===== config.mk =====
export PLATFORM = sky130hd
export DESIGN_NAME = sdram_refr_ctrl
export DESIGN_NICKNAME = d
export VERILOG_FILES = /design/src/rtl/sdram_pkg.sv /design/src/rtl/sdram_refr_timer.sv /design/src/rtl/sdram_refr_ctrl.sv
export SDC_FILE = /design/constraint.sdc
export NUM_CORES = 1
export LEC_CHECK = 0
export ABC_AREA = 1
export CAP_MARGIN = 20
export CORE_MARGIN = 2
export CORE_UTILIZATION = 35
export CTS_CLUSTER_DIAMETER = 30
export DETAILED_ROUTE_END_ITERATION = 8
export PLACE_DENSITY_LB_ADDON = 0.15
export SETUP_SLACK_MARGIN = 0.05
export SYNTH_ARGS = -nofsm -noshare
export SYNTH_HDL_FRONTEND = slang
export SYNTH_HIERARCHICAL = 1
export SYNTH_SLANG_ARGS = --single-unit

===== constraint.sdc =====
create_clock -name sys_clk -period 3.8 [get_ports sys_clk]
set_input_delay 0.57 -clock sys_clk [delete_from_list [all_inputs] [get_ports sys_clk]]
set_output_delay 0.57 -clock sys_clk [all_outputs]
set_load 0.02 [all_outputs]

===== src/rtl/sdram_pkg.sv =====
// Shared SDRAM definitions: command encodings {CS_N,RAS_N,CAS_N,WE_N},
// refresh FSM state enumeration and a state-to-command helper.
package sdram_pkg;

  localparam logic [3:0] CMD_NOP  = 4'b0111;
  localparam logic [3:0] CMD_PRE  = 4'b0010;
  localparam logic [3:0] CMD_AREF = 4'b0001;

  typedef enum logic [2:0] {
    ST_IDLE,
    ST_PRE,
    ST_WAIT_RP,
    ST_AREF,
    ST_WAIT_RFC,
    ST_DONE
  } refr_state_t;

  function automatic logic [3:0] cmd_of(refr_state_t s);
    logic [3:0] c;
    c = CMD_NOP;
    unique case (s)
      ST_PRE:  c = CMD_PRE;
      ST_AREF: c = CMD_AREF;
      default: c = CMD_NOP;
    endcase
    return c;
  endfunction

endpackage


===== src/rtl/sdram_refr_timer.sv =====
// Refresh interval timer: counts 0..T_REFI-1 and wraps.
// Ports: clk, rst (sync, active high), tick (high while count is T_REFI-1).
module sdram_refr_timer #(
  parameter int T_REFI = 750
) (
  input  logic clk,
  input  logic rst,
  output logic tick
);

  localparam int CW = (T_REFI > 1) ? $clog2(T_REFI) : 1;

  logic [CW-1:0] cnt;

  assign tick = (cnt == CW'(T_REFI - 1));

  always_ff @(posedge clk) begin
    if (rst) begin
      cnt <= '0;
    end else if (tick) begin
      cnt <= '0;
    end else begin
      cnt <= cnt + 1'b1;
    end
  end

endmodule


===== src/rtl/sdram_refr_ctrl.sv =====
// SDRAM auto-refresh controller: tracks refresh debt, requests the bus and
// issues PRE-all + AREF bursts. Ports: sys_clk, sys_rst, refr_en (grant),
// refr_req/urgent/end/ovf status, refr_cmd, refr_addr, refr_debt.
module sdram_refr_ctrl
  import sdram_pkg::*;
#(
  parameter int T_REFI   = 750,
  parameter int T_RP     = 2,
  parameter int T_RFC    = 7,
  parameter int MAX_DEBT = 8,
  parameter int ADDR_W   = 12,
  parameter int DW       = $clog2(MAX_DEBT + 1)
) (
  input  logic              sys_clk,
  input  logic              sys_rst,
  input  logic              refr_en,
  output logic              refr_req,
  output logic              refr_urgent,
  output logic              refr_end,
  output logic              refr_ovf,
  output logic [3:0]        refr_cmd,
  output logic [ADDR_W-1:0] refr_addr,
  output logic [DW-1:0]     refr_debt
);

  localparam int TMAX = (T_RP > T_RFC) ? T_RP : T_RFC;
  localparam int TW   = $clog2(TMAX + 1);
  localparam logic [TW-1:0] RP_LAST  = TW'((T_RP > 1) ? T_RP - 2 : 0);
  localparam logic [TW-1:0] RFC_LAST = TW'((T_RFC > 1) ? T_RFC - 2 : 0);
  localparam logic [DW-1:0] DEBT_MAX = DW'(MAX_DEBT);

  refr_state_t   state;
  refr_state_t   state_nxt;
  logic [TW-1:0] wcnt;
  logic [TW-1:0] wcnt_nxt;
  logic [DW-1:0] debt_nxt;
  logic          ovf_set;
  logic          tick;
  logic          aref;

  // PRE-all needs A10 high; every other address bit is don't-care, held 0.
  assign refr_addr = ADDR_W'(11'h400);

  sdram_refr_timer #(
    .T_REFI(T_REFI)
  ) u_timer (
    .clk (sys_clk),
    .rst (sys_rst),
    .tick(tick)
  );

  assign aref = (state == ST_AREF);

  // A tick and an AREF on the same clock cancel out.
  always_comb begin
    debt_nxt = refr_debt;
    ovf_set  = 1'b0;
    if (tick && !aref) begin
      if (refr_debt == DEBT_MAX) begin
        ovf_set = 1'b1;
      end else begin
        debt_nxt = refr_debt + 1'b1;
      end
    end else if (aref && !tick && refr_debt != '0) begin
      debt_nxt = refr_debt - 1'b1;
    end
  end

  always_comb begin
    state_nxt = state;
    wcnt_nxt  = wcnt;
    unique case (state)
      ST_IDLE: begin
        if (refr_en && refr_debt != '0) begin
          state_nxt = ST_PRE;
        end
      end
      ST_PRE: begin
        wcnt_nxt  = '0;
        state_nxt = (T_RP > 1) ? ST_WAIT_RP : ST_AREF;
      end
      ST_WAIT_RP: begin
        if (wcnt == RP_LAST) begin
          state_nxt = ST_AREF;
        end else begin
          wcnt_nxt = wcnt + 1'b1;
        end
      end
      ST_AREF: begin
        wcnt_nxt = '0;
        if (T_RFC > 1) begin
          state_nxt = ST_WAIT_RFC;
        end else begin
          state_nxt = (debt_nxt != '0) ? ST_AREF : ST_DONE;
        end
      end
      ST_WAIT_RFC: begin
        if (wcnt == RFC_LAST) begin
          state_nxt = (refr_debt != '0) ? ST_AREF : ST_DONE;
        end else begin
          wcnt_nxt = wcnt + 1'b1;
        end
      end
      ST_DONE: begin
        state_nxt = ST_IDLE;
      end
      default: begin
        state_nxt = ST_IDLE;
      end
    endcase
    // Losing the grant abandons the burst; issued AREFs stay counted.
    if (state != ST_IDLE && !refr_en) begin
      state_nxt = ST_IDLE;
    end
  end

  always_ff @(posedge sys_clk) begin
    if (sys_rst) begin
      state <= ST_IDLE;
      wcnt  <= '0;
    end else begin
      state <= state_nxt;
      wcnt  <= wcnt_nxt;
    end
  end

  // Outputs are flopped from next-state so they line up with the state.
  always_ff @(posedge sys_clk) begin
    if (sys_rst) begin
      refr_debt   <= '0;
      refr_req    <= 1'b0;
      refr_urgent <= 1'b0;
      refr_end    <= 1'b0;
      refr_ovf    <= 1'b0;
      refr_cmd    <= CMD_NOP;
    end else begin
      refr_debt   <= debt_nxt;
      refr_req    <= (debt_nxt != '0);
      refr_urgent <= (debt_nxt == DEBT_MAX);
      refr_end    <= (state_nxt == ST_DONE);
      refr_ovf    <= refr_ovf | ovf_set;
      refr_cmd    <= cmd_of(state_nxt);
    end
  end

endmodule


# After elaboration in Yosys (flattened, before gate mapping)
# Cells that the tools add are included.
dict set report word_totals {
  in_bits 3
  reg_bits 28
}
dict set report classes {
  n_eq_ne 13
  n_bitwise 1
  n_mux 15
  n_addsub 4
  reduce_logical 17
}
# cell count
set op_table {}
lappend op_table {{3-bit 2-to-1 mux} 7}
lappend op_table {{3-bit case mux with 5 select lines} 1}
lappend op_table {{4-bit 2-to-1 mux} 3}
lappend op_table {{10-bit by 1-bit adder with 10-bit output (second input constant)} 1}
lappend op_table {{10-bit equality test (second input constant)} 1}
lappend op_table {{3-bit by 2-bit equality test with 1-bit output (second input constant)} 3}
lappend op_table {{3-bit equality test (second input constant)} 3}
lappend op_table {{3-bit case mux with 3 select lines} 1}
lappend op_table {{4-bit equality test (second input constant)} 2}
lappend op_table {{4-bit nonzero test} 2}
lappend op_table {{3-bit by 1-bit equality test with 1-bit output (second input constant)} 2}
lappend op_table {{3-bit logical NOT} 2}
lappend op_table {{3-bit case mux with 2 select lines} 1}
lappend op_table {{3-bit nonzero test} 2}
lappend op_table {{1-bit logical AND} 5}
lappend op_table {{4-bit by 1-bit adder with 4-bit output (second input constant)} 1}
lappend op_table {{2-bit inequality test (second input constant)} 2}
lappend op_table {{2-bit OR reduction} 2}
lappend op_table {{4-bit by 1-bit subtractor with 4-bit output (second input constant)} 1}
lappend op_table {{3-bit by 1-bit adder with 3-bit output (second input constant)} 1}
lappend op_table {{1-bit logical NOT} 3}
lappend op_table {{3-bit AND reduction} 1}
lappend op_table {{1-bit 2-to-1 mux} 2}
lappend op_table {{1-bit OR} 1}

# Depth between registers and ports, before layout
# Gate-level depths: netlist of the first run.
dict set report depth {
  depth_word 7
  mapped_depth 15
}

# Hierarchy
# Netlist of the first run, hierarchy kept.
# mod cells_each area_per_inst_um2 n_inst
set modules_own_cells {}
lappend modules_own_cells {sdram_refr_ctrl 158 1088.5 1}
lappend modules_own_cells {sdram_refr_timer 64 495.5 1}

# Least setup slack after synthesis of the first run
# No wires, ideal clock.
dict set report synth_path {
  path_type {register to register}
  startpoint {register refr_debt[0]}
  endpoint {register refr_cmd[2]}
  required_time_ps 3679
  path_slack_ps 2176
  setup_time_ps 121
  stages_incl_launch_ff 11
  arrival_time_ps 1502
  path_cell_list {dfxtp_1 > inv_1 > ha_1 > nand3_2 > inv_1 > nor2_2 > nor2_1 > nor2_1 > inv_1 > nor2_2 > nand2_1}
}
dict set report synth_between {
  elab_chain_cells 7
}
# element line_no
set synth_lines {}
lappend synth_lines {{start: declaration} sdram_refr_ctrl.sv:23} ;# output logic [DW-1:0] refr_debt
lappend synth_lines {{start signal: assignment} sdram_refr_ctrl.sv:137} ;# refr_debt <= debt_nxt;
lappend synth_lines {{4-bit nonzero test (*)} {sdram_refr_ctrl.sv:74, sdram_refr_ctrl.sv:99}}
lappend synth_lines {{3-bit 2-to-1 mux / 1-bit logical AND (equally long branches)} {sdram_refr_ctrl.sv:99, sdram_refr_ctrl.sv:74}}
lappend synth_lines {{3-bit 2-to-1 mux (on tied branches)} {sdram_refr_ctrl.sv:98, sdram_refr_ctrl.sv:74}}
lappend synth_lines {{3-bit case mux with 5 select lines (*)} sdram_refr_ctrl.sv:72} ;# unique case (state)
lappend synth_lines {{3-bit 2-to-1 mux (*)} sdram_refr_ctrl.sv:112} ;# if (state != ST_IDLE && !refr_en) begin
lappend synth_lines {{3-bit by 2-bit equality test with 1-bit output / 3-bit by 1-bit equality test with 1-bit output (equally long branches)} sdram_pkg.sv:21} ;# unique case (s)
lappend synth_lines {{3-bit case mux with 2 select lines (*)} sdram_pkg.sv:21}
lappend synth_lines {{end signal: assignment} sdram_refr_ctrl.sv:142} ;# refr_cmd <= cmd_of(state_nxt);
lappend synth_lines {{end: declaration} sdram_refr_ctrl.sv:21} ;# output logic [3:0] refr_cmd,
# Every way passes the cells marked *; elsewhere a longest branch is shown, timed or not.
# A chain may end at the register's enable or synchronous reset.

# Worst setup path after layout of the first run
dict set report layout_path {
  startpoint {register refr_debt[2]}
  endpoint {output refr_debt[2]}
}
# No word-level cell between the ends.

==> results.cfg, run 1 <==
[die]
num_rows = 24
dieArea_um2 = 5080
die_y_um = 71.3
initial_core_util = 0.364
io_pins = 27
die_w_um = 71.3
core_um2 = 4350

[sta]
slew-limit-headroom = 0.637
min_period_ns = 2.01
worst_slack_ns = 1.79
rsz0062_at_grt = no
setup_violations = 0
fin_skew_ns = 0.00513
fmax_mhz = 498
drv_slew = 0
fin_setup_tns_ns = 0
finalHoldViolCount = 0
worst_slew_pin_slew_ns = 0.542
min_period_over_period = 0.528

[pwr]
peakVddDrop_uv = 131
p_leak_uw = 0.000749
power_density_nw_per_um2 = 274

[placed_design]
pre_cts_slack_ns = 1.87
gp_congestion = 0.799
io_buffers = 13
hpwl_um = 2240

[finish]
multi_input_area_um2 = 870
nFillCells = 448
nNetsFinal = 248
synthToLayoutAreaGrowth_pct = 11.4
ff_latch_area_um2 = 541
n_antenna_cell = 0
drive_above_1_share = 0.114
fin_util = 0.405

[synthesis]
synth_ff_type = dfxtp_1
synth_most_common_cell = nand2_1
synth_top_family_by_area = simple AND/OR/NAND/NOR gates
synth-simple-area-share = 0.362
synth.avg_cell_area_um2 = 7.14
synth-compound-area-share = 0.0600
ys_top_cells_by_count = nand2_1, dfxtp_1, inv_1, nor2_1, nand3_1
synth_area_leader_cell = dfxtp_1
yosys_register_bits = 27
synth.area.mux_share = 0
synth_xor_area_frac = 0.0332
synth_warnings = 6
synth_top_area_frac = 0.341
synth_edf_count = 0
synth_cell_type_count = 27
synth_area_um2 = 1580
seq_area_frac_synth = 0.341
async_reset_ff_frac = 0
synth_area_leaders = dfxtp_1, nand2_1, ha_1
synth_fa_ha_area_frac = 0.0632
synthesis.instances = 222

[setup_path]
worst_path_dominant_cell_family = buffers and inverters
endpoint_kind = output port
worst-path-max-fanout = 7
critPathKind = reg2out
crit_required_ns = 3.23
cp_slowest_cell = clkdlybuf4s50_1
cpPeakStageDelay_ns = 0.66
critPathArrivalTime_ns = 1.44
start_kind = flip-flop
r2r_slack_ns = 1.98
cp.buffers_inverters = 1
cp_cell_sequence = clkdlybuf4s50_1

[global_routing]
antenna_found_initial = 0
grt.total_usage = 0.132
grt_max_degree = 15
grt_pass1_wl_um = 5350
grt_pass1_vias = 1201
overflow = 0

[clock_network]
clock_latency_ns = 0.28
cts_tree = yes
htreeDepth = 1
cts_buffers = 3
post_cts_buffers = 0
clk_pin_slew_ns = 0.09
cts-resized-gates = 0
clockBufferDepth = 2
ctsRootBufferMaster = clkbuf_8
holdBufCountCts = 0
cts.sinks = 27

[route]
drc = 0
num_vias = 1269
ant_nets = 0
wl_per_cell_um = 10.2
first_iter_violations = 46
dr.pass1.iters = 6
wl_um = 2930
vias_per_cell = 4.41

[hold_path]
min_path_type = reg2reg

[flow_run]
drv_cap = 0

[status]
outcome = finished, final reports clean
[report_power, final]
part,switching [uW],internal [uW]
Sequential,3.33,285
Combinational,20.1,5.52
Clock,94.3,75.5
[metal layers]
metal / part of all wire / wire length [um] / global-route usage
met2: 0.41 / 1200 / 0.189
met1: 0.53 / 1540 / 0.192
met3: 0.044 / 128 / 0.0211
met4: 0.020 / 59 / 0.0650
met5: 0 / 0 / 0
[cell type report]
cell class	instances	share of cell area
timing repair buffer	13	0.0738
multi-input combinational	162	0.493
inverter	30	0.0645
tap	52	0.0369
sequential	27	0.306
clock buffer	4	0.0255
[stage by stage]
stage                     cells  total power [uW]  hold WS (ns)  area (um2)
after floorplan             233               326         0.445        1630
after global placement      284               321         0.467        1720
after detailed placement    284               321         0.455        1720
after CTS                   288               491         0.468        1760
after global routing        288               506         0.503        1760
final                       288               484         0.458        1760
[sequential cells by signal (all words and copies together) (netlist names)]
signal       count
refr_ovf         1
refr_cmd         3
wcnt             3
refr_end         1
refr_req         1
state            3
refr_debt        4
u_timer/cnt     10
refr_urgent      1
[cell families (layout without fill, tap and decap cells)]
kind of cell             Yosys count  count (layout)
AND/OR/NAND/NOR                  118             118
flip-flops                        27              27
adder cells (fa/ha/maj)            8               8
buffers and inverters             44              47
XOR/XNOR                           6               6
AO/OA/AOI/OAI                     17              17
other                              2              13
[layout by cell type (no fill, tap or decap), types with 3 or more instances in the layout]
| cell type | count |
|---|---|
| nand3_2 | 4 |
| ha_1 | 8 |
| clkdlybuf4s50_1 | 13 |
| inv_2 | 3 |
| dfxtp_1 | 27 |
| nor2_2 | 4 |
| conb_1 | 13 |
| nor2_1 | 26 |
| xor2_1 | 4 |
| a21oi_1 | 11 |
| nand3_1 | 17 |
| inv_1 | 26 |
| nand2_1 | 51 |
| clkbuf_8 | 3 |
| nor2_4 | 3 |
| nand2_2 | 5 |
[final timing paths]
check                            startpoint                   to  cells past startpoint
setup / recovery    refr_debt[2]$_SDFF_PP0_         refr_debt[2]                      1
hold / removal          refr_ovf$_SDFF_PP0_  refr_ovf$_SDFF_PP0_                      2
setup reg to reg  u_timer/cnt[0]$_SDFF_PP0_  refr_req$_SDFF_PP0_                     12
hold reg to reg         refr_ovf$_SDFF_PP0_  refr_ovf$_SDFF_PP0_                      2
(Power assumes the default switching activity.)
==> inputs of run 2 (changes only) <==
clock period = 1.9 ns   (was 3.8 ns; I/O delays follow)
==> results.cfg, run 2 (same netlist as run 1, synthesis figures left out) <==
[setup_path]
r2r-start = u_timer/cnt[1]$_SDFF_PP0_
cp.buffers_inverters = 1
worst-path-max-fanout = 7
crit_required_ns = 1.62
r2r_end = refr_urgent$_SDFF_PP0_
cp_slowest_cell = clkdlybuf4s50_1
endpoint_kind = output port
r2r_slack_ns = 0.27
cp_cell_sequence = clkdlybuf4s50_1
ff2ff_path_depth = 15
start_kind = flip-flop
cpPeakStageDelay_ns = 0.66
worst_path_dominant_cell_family = buffers and inverters
critPathKind = reg2out
critPathArrivalTime_ns = 1.44

[finish]
n_antenna_cell = 0
drive_above_1_share = 0.146
final_area_um2 = 1800
largest_register = u_timer/cnt
synthToLayoutAreaGrowth_pct = 13.4
nFillCells = 453
largest_reg_flops = 10
layout_common_cells = nand2_1, nor2_1, dfxtp_1
mostFrequentLayoutCell = nand2_1
top_regs = u_timer/cnt x10, refr_debt x4
nNetsFinal = 252

[sta]
fmax_mhz = 581
finalHoldViolCount = 0
fin_setup_tns_ns = 0
min_period_ns = 1.72
setup_violations = 0
worst_slack_ns = 0.178
fin_skew_ns = 0.00336
min_period_over_period = 0.906
drv_slew = 0
rsz0062_at_grt = no

[global_routing]
grt_max_degree = 15
grt_pass1_wl_um = 5130
overflow = 0
antenna_found_initial = 0
grt_pass1_vias = 1229
grt.total_usage = 0.125

[clock_network]
cts_tree = yes
clk_pin_slew_ns = 0.09
holdBufCountCts = 0
htreeDepth = 1
ctsRootBufferMaster = clkbuf_8
cts.sinks = 27
cts_buffers = 3
clock_latency_ns = 0.28
clockBufferDepth = 2

[placed_design]
pre_cts_slack_ns = 0.182
gp_congestion = 0.789
io_buffers = 13
postPlaceCellArea_um2 = 1750
hpwl_um = 2230

[hold_path]
hold_end = refr_ovf$_SDFF_PP0_
holdCritStartpoint = refr_ovf$_SDFF_PP0_
hold_depth = 2
min_path_type = reg2reg

[route]
drc = 0
wl_um = 2820
first_iter_violations = 72
ant_nets = 0
wl_per_cell_um = 9.67
vias_per_cell = 4.41
num_vias = 1287
dr.pass1.iters = 4

[die]
io_pins = 27
die_y_um = 71.3
core_um2 = 4350
die_w_um = 71.3
dieArea_um2 = 5080
num_rows = 24
initial_core_util = 0.364

[pwr]
finalPower_uw = 969
power_density_nw_per_um2 = 539
p_leak_uw = 0.000767
peakVddDrop_uv = 273

[flow_run]
drv_cap = 0

[status]
outcome = finished, final reports clean
[run 2: cell count changes in the layout (fill, tap and decap cells not counted)]
cell,change
inv_1,-2
dfxtp_2,+2
buf_4,+4
inv_2,+2
dfxtp_1,-2
[run 2: worst max path at each step]
stage | from | end | slack, ns | cells past startpoint
after floorplan | refr_debt[0]$_SDFF_PP0_ | refr_cmd[2]$_SDFF_PP1_ | 0.28 | 10
after global placement | u_timer/cnt[0]$_SDFF_PP0_ | refr_urgent$_SDFF_PP0_ | 0.23 | 14
after detailed placement | u_timer/cnt[0]$_SDFF_PP0_ | refr_urgent$_SDFF_PP0_ | 0.18 | 13
after CTS | u_timer/cnt[0]$_SDFF_PP0_ | refr_urgent$_SDFF_PP0_ | 0.15 | 13
after global routing | u_timer/cnt[1]$_SDFF_PP0_ | refr_urgent$_SDFF_PP0_ | 0.05 | 15
final | refr_debt[2]$_SDFF_PP0_ | refr_debt[2] | 0.18 | 1
[run 2: per-stage QoR]
| step | utilization | cells | hold slack [ns] |
|---|---|---|---|
| 2_1_floorplan | - | 233 | 0.358 |
| 3_3_place_gp | 0.402 | 288 | 0.445 |
| 3_5_place_dp | 0.402 | 288 | 0.448 |
| 4_1_cts | 0.412 | 292 | 0.463 |
| 5_1_grt | 0.413 | 292 | 0.473 |
| 6_report | 0.413 | 292 | 0.455 |
[run 2: report_power, final]
| part | switching (uW) | internal (uW) | total, uW |
|---|---|---|---|
| combinational | 42.3 | 14.0 | 56.3 |
| sequential | 5.02 | 572 | 577 |
| clock | 185 | 151 | 336 |
| total | 233 | 736 | 969 |
[run 2: layout make-up]
type / instances / area (um2) / area share
multi-input cells: 162 / 870 / 0.484
well taps: 52 / 65.1 / 0.0362
clock buffers: 4 / 45.0 / 0.0251
inverters: 30 / 114 / 0.0634
flip-flops and latches: 27 / 543 / 0.302
repair buffers: 17 / 160 / 0.0891
[run 2: per-layer routing]
metal / part of all wire / up-vias / global-route usage
li1: - / 698 / -
met1: 0.50 / 554 / 0.163
met2: 0.44 / 31 / 0.207
met3: 0.041 / 4 / 0.0211
met4: 0.017 / 0 / 0.0503
met5: 0 / - / 0
[run 2: what timing repair did]
item	4_1_cts	5_1_grt
gates resized for setup	0	4
buffers inserted	0	0
endpoints found under the setup margin	0	4
[run 2: tightest hold or removal path: stages, from the launching register on]
cell	delay, ns
dfxtp_1	0.32
inv_1	0.05
a21oi_1	0.05
==> inputs of run 3 (changes only) <==
==> constraint.sdc (replaced) <==
create_clock -name sys_clk -period 1.9 [get_ports sys_clk]
set_input_delay 0.38 -clock sys_clk [delete_from_list [all_inputs] [get_ports sys_clk]]
set_output_delay 0.38 -clock sys_clk [all_outputs]
set_load 0.02 [all_outputs]
==> results.cfg, run 3 (same netlist as run 1, synthesis figures left out) <==
[die]
initial_core_util = 0.364
die_w_um = 71.3
dieArea_um2 = 5080
io_pins = 27
core_um2 = 4350
num_rows = 24
die_y_um = 71.3

[global_routing]
grt_pass1_wl_um = 5330
overflow = 0
antenna_found_initial = 0
grt_max_degree = 16
grt.total_usage = 0.127
grt_pass1_vias = 1254

[setup_path]
critPathArrivalTime_ns = 1.35
start_kind = flip-flop
worst-path-max-fanout = 5
critPathKind = reg2out
cp_cell_sequence = clkdlybuf4s50_1
worst_path_dominant_cell_family = buffers and inverters
cp_slowest_cell = clkdlybuf4s50_1
cp.buffers_inverters = 1
cpPeakStageDelay_ns = 0.64
crit_required_ns = 1.52
endpoint_kind = output port

[pwr]
clkPwrFrac = 0.343
peakVddDrop_uv = 274
power_density_nw_per_um2 = 532
p_seq_frac = 0.598
internal-power_uw = 733
netSwitchingFraction = 0.240
power_switching_uw = 231
power_frac_comb = 0.059
p_leak_uw = 0.000775

[sta]
setup_violations = 0
fin_skew_ns = 0.00876
min_period_over_period = 0.909
fmax_mhz = 579
finalHoldViolCount = 0
rsz0062_at_grt = no
drv_slew = 0
min_period_ns = 1.73
fin_setup_tns_ns = 0

[finish]
fin_util = 0.416
mostFrequentLayoutCell = nand2_1
nNetsFinal = 253
largest_register = u_timer/cnt
n_antenna_cell = 0
largest_reg_flops = 10
layout_common_cells = nand2_1, nor2_1, inv_1, dfxtp_1, nand3_1
top_regs = u_timer/cnt x10, refr_debt x4
synthToLayoutAreaGrowth_pct = 14.3
drive_above_1_share = 0.154

[route]
ant_nets = 0
vias_per_cell = 4.32
dr.pass1.iters = 4
num_vias = 1265
wl_per_cell_um = 9.55
wl_um = 2800
drc = 0
first_iter_violations = 83

[clock_network]
clockBufferDepth = 2
htreeDepth = 1
clock_latency_ns = 0.28
clk_pin_slew_ns = 0.10
post_cts_buffers = 0
holdBufCountCts = 0
cts.sinks = 27
ctsRootBufferMaster = clkbuf_8
cts_tree = yes
cts-resized-gates = 0
cts_buffers = 3

[flow_run]
drv_cap = 0

[status]
outcome = finished, final reports clean

[placed_design]
hpwl_um = 2260
io_buffers = 13
gp_congestion = 0.792

[hold_path]
min_path_type = reg2reg
==> run 3: cell count changes in the layout (fill, tap and decap cells not counted), sizes merged <==
cell,change
clkinv,+1
buf,+1
clkbuf,-1
==> run 3: power groups by stage <==
stage / registers, uW / logic, uW / clock network (uW)
floorplan: 590 / 61.6 / 0
global placement: 589 / 56.6 / 0
detailed placement: 589 / 57.3 / 0
CTS: 576 / 57.3 / 347
global route: 578 / 63.3 / 368
finish: 576 / 57.0 / 330
==> run 3: final cells by class <==
type / instances / area (um2)
repair buffers: 18 / 168
flip-flops and latches: 27 / 543
multi-input cells: 162 / 875
fillers: 466 / 2540
clock inverters: 1 / 5.00
inverters: 30 / 114
well taps: 52 / 65.1
clock buffers: 3 / 41.3
==> run 3: worst paths after layout <==
path	from	endpoint	slack, ns	cells after the start
setup reg to reg	refr_debt[0]$_SDFF_PP0_	refr_cmd[2]$_SDFF_PP1_	0.30	10
hold / removal	u_timer/cnt[0]$_SDFF_PP0_	u_timer/cnt[0]$_SDFF_PP0_	0.45	1
setup / recovery	refr_debt[3]$_SDFF_PP0_	refr_debt[3]	0.17	1
hold reg to reg	u_timer/cnt[0]$_SDFF_PP0_	u_timer/cnt[0]$_SDFF_PP0_	0.45	1
==> run 3: worst register-to-register path, stage by stage (launching register included) <==
cell     delay (ns)
dfxtp_1        0.43
inv_1          0.09
ha_1           0.24
nand3_2        0.13
inv_1          0.07
nor2_2         0.14
nor2_1         0.06
nor2_1         0.12
inv_1          0.08
nor2_2         0.09
nand2_1        0.06
==> run 3: per-stage QoR <==
| stage | worst slack, ns | area (um2) | hold slack [ns] | power (uW) | instances |
|---|---|---|---|---|---|
| after floorplan | 0.276 | 1630 | 0.445 | 651 | 233 |
| after global placement | 0.233 | 1760 | 0.446 | 645 | 289 |
| after detailed placement | 0.197 | 1760 | 0.447 | 646 | 289 |
| after CTS | 0.150 | 1800 | 0.461 | 980 | 293 |
| after global routing | 0.0626 | 1810 | 0.477 | 1010 | 293 |
| final | 0.173 | 1810 | 0.453 | 964 | 293 |
==> run 3: routing by layer <==
layer  part of all wire  vias to the layer above  GRT usage
met5                  0                        -          0
met4              0.013                        0     0.0377
met3              0.048                        4     0.0267
met2               0.43                       28      0.206
met1               0.51                      527      0.170
li1                   -                      706          -
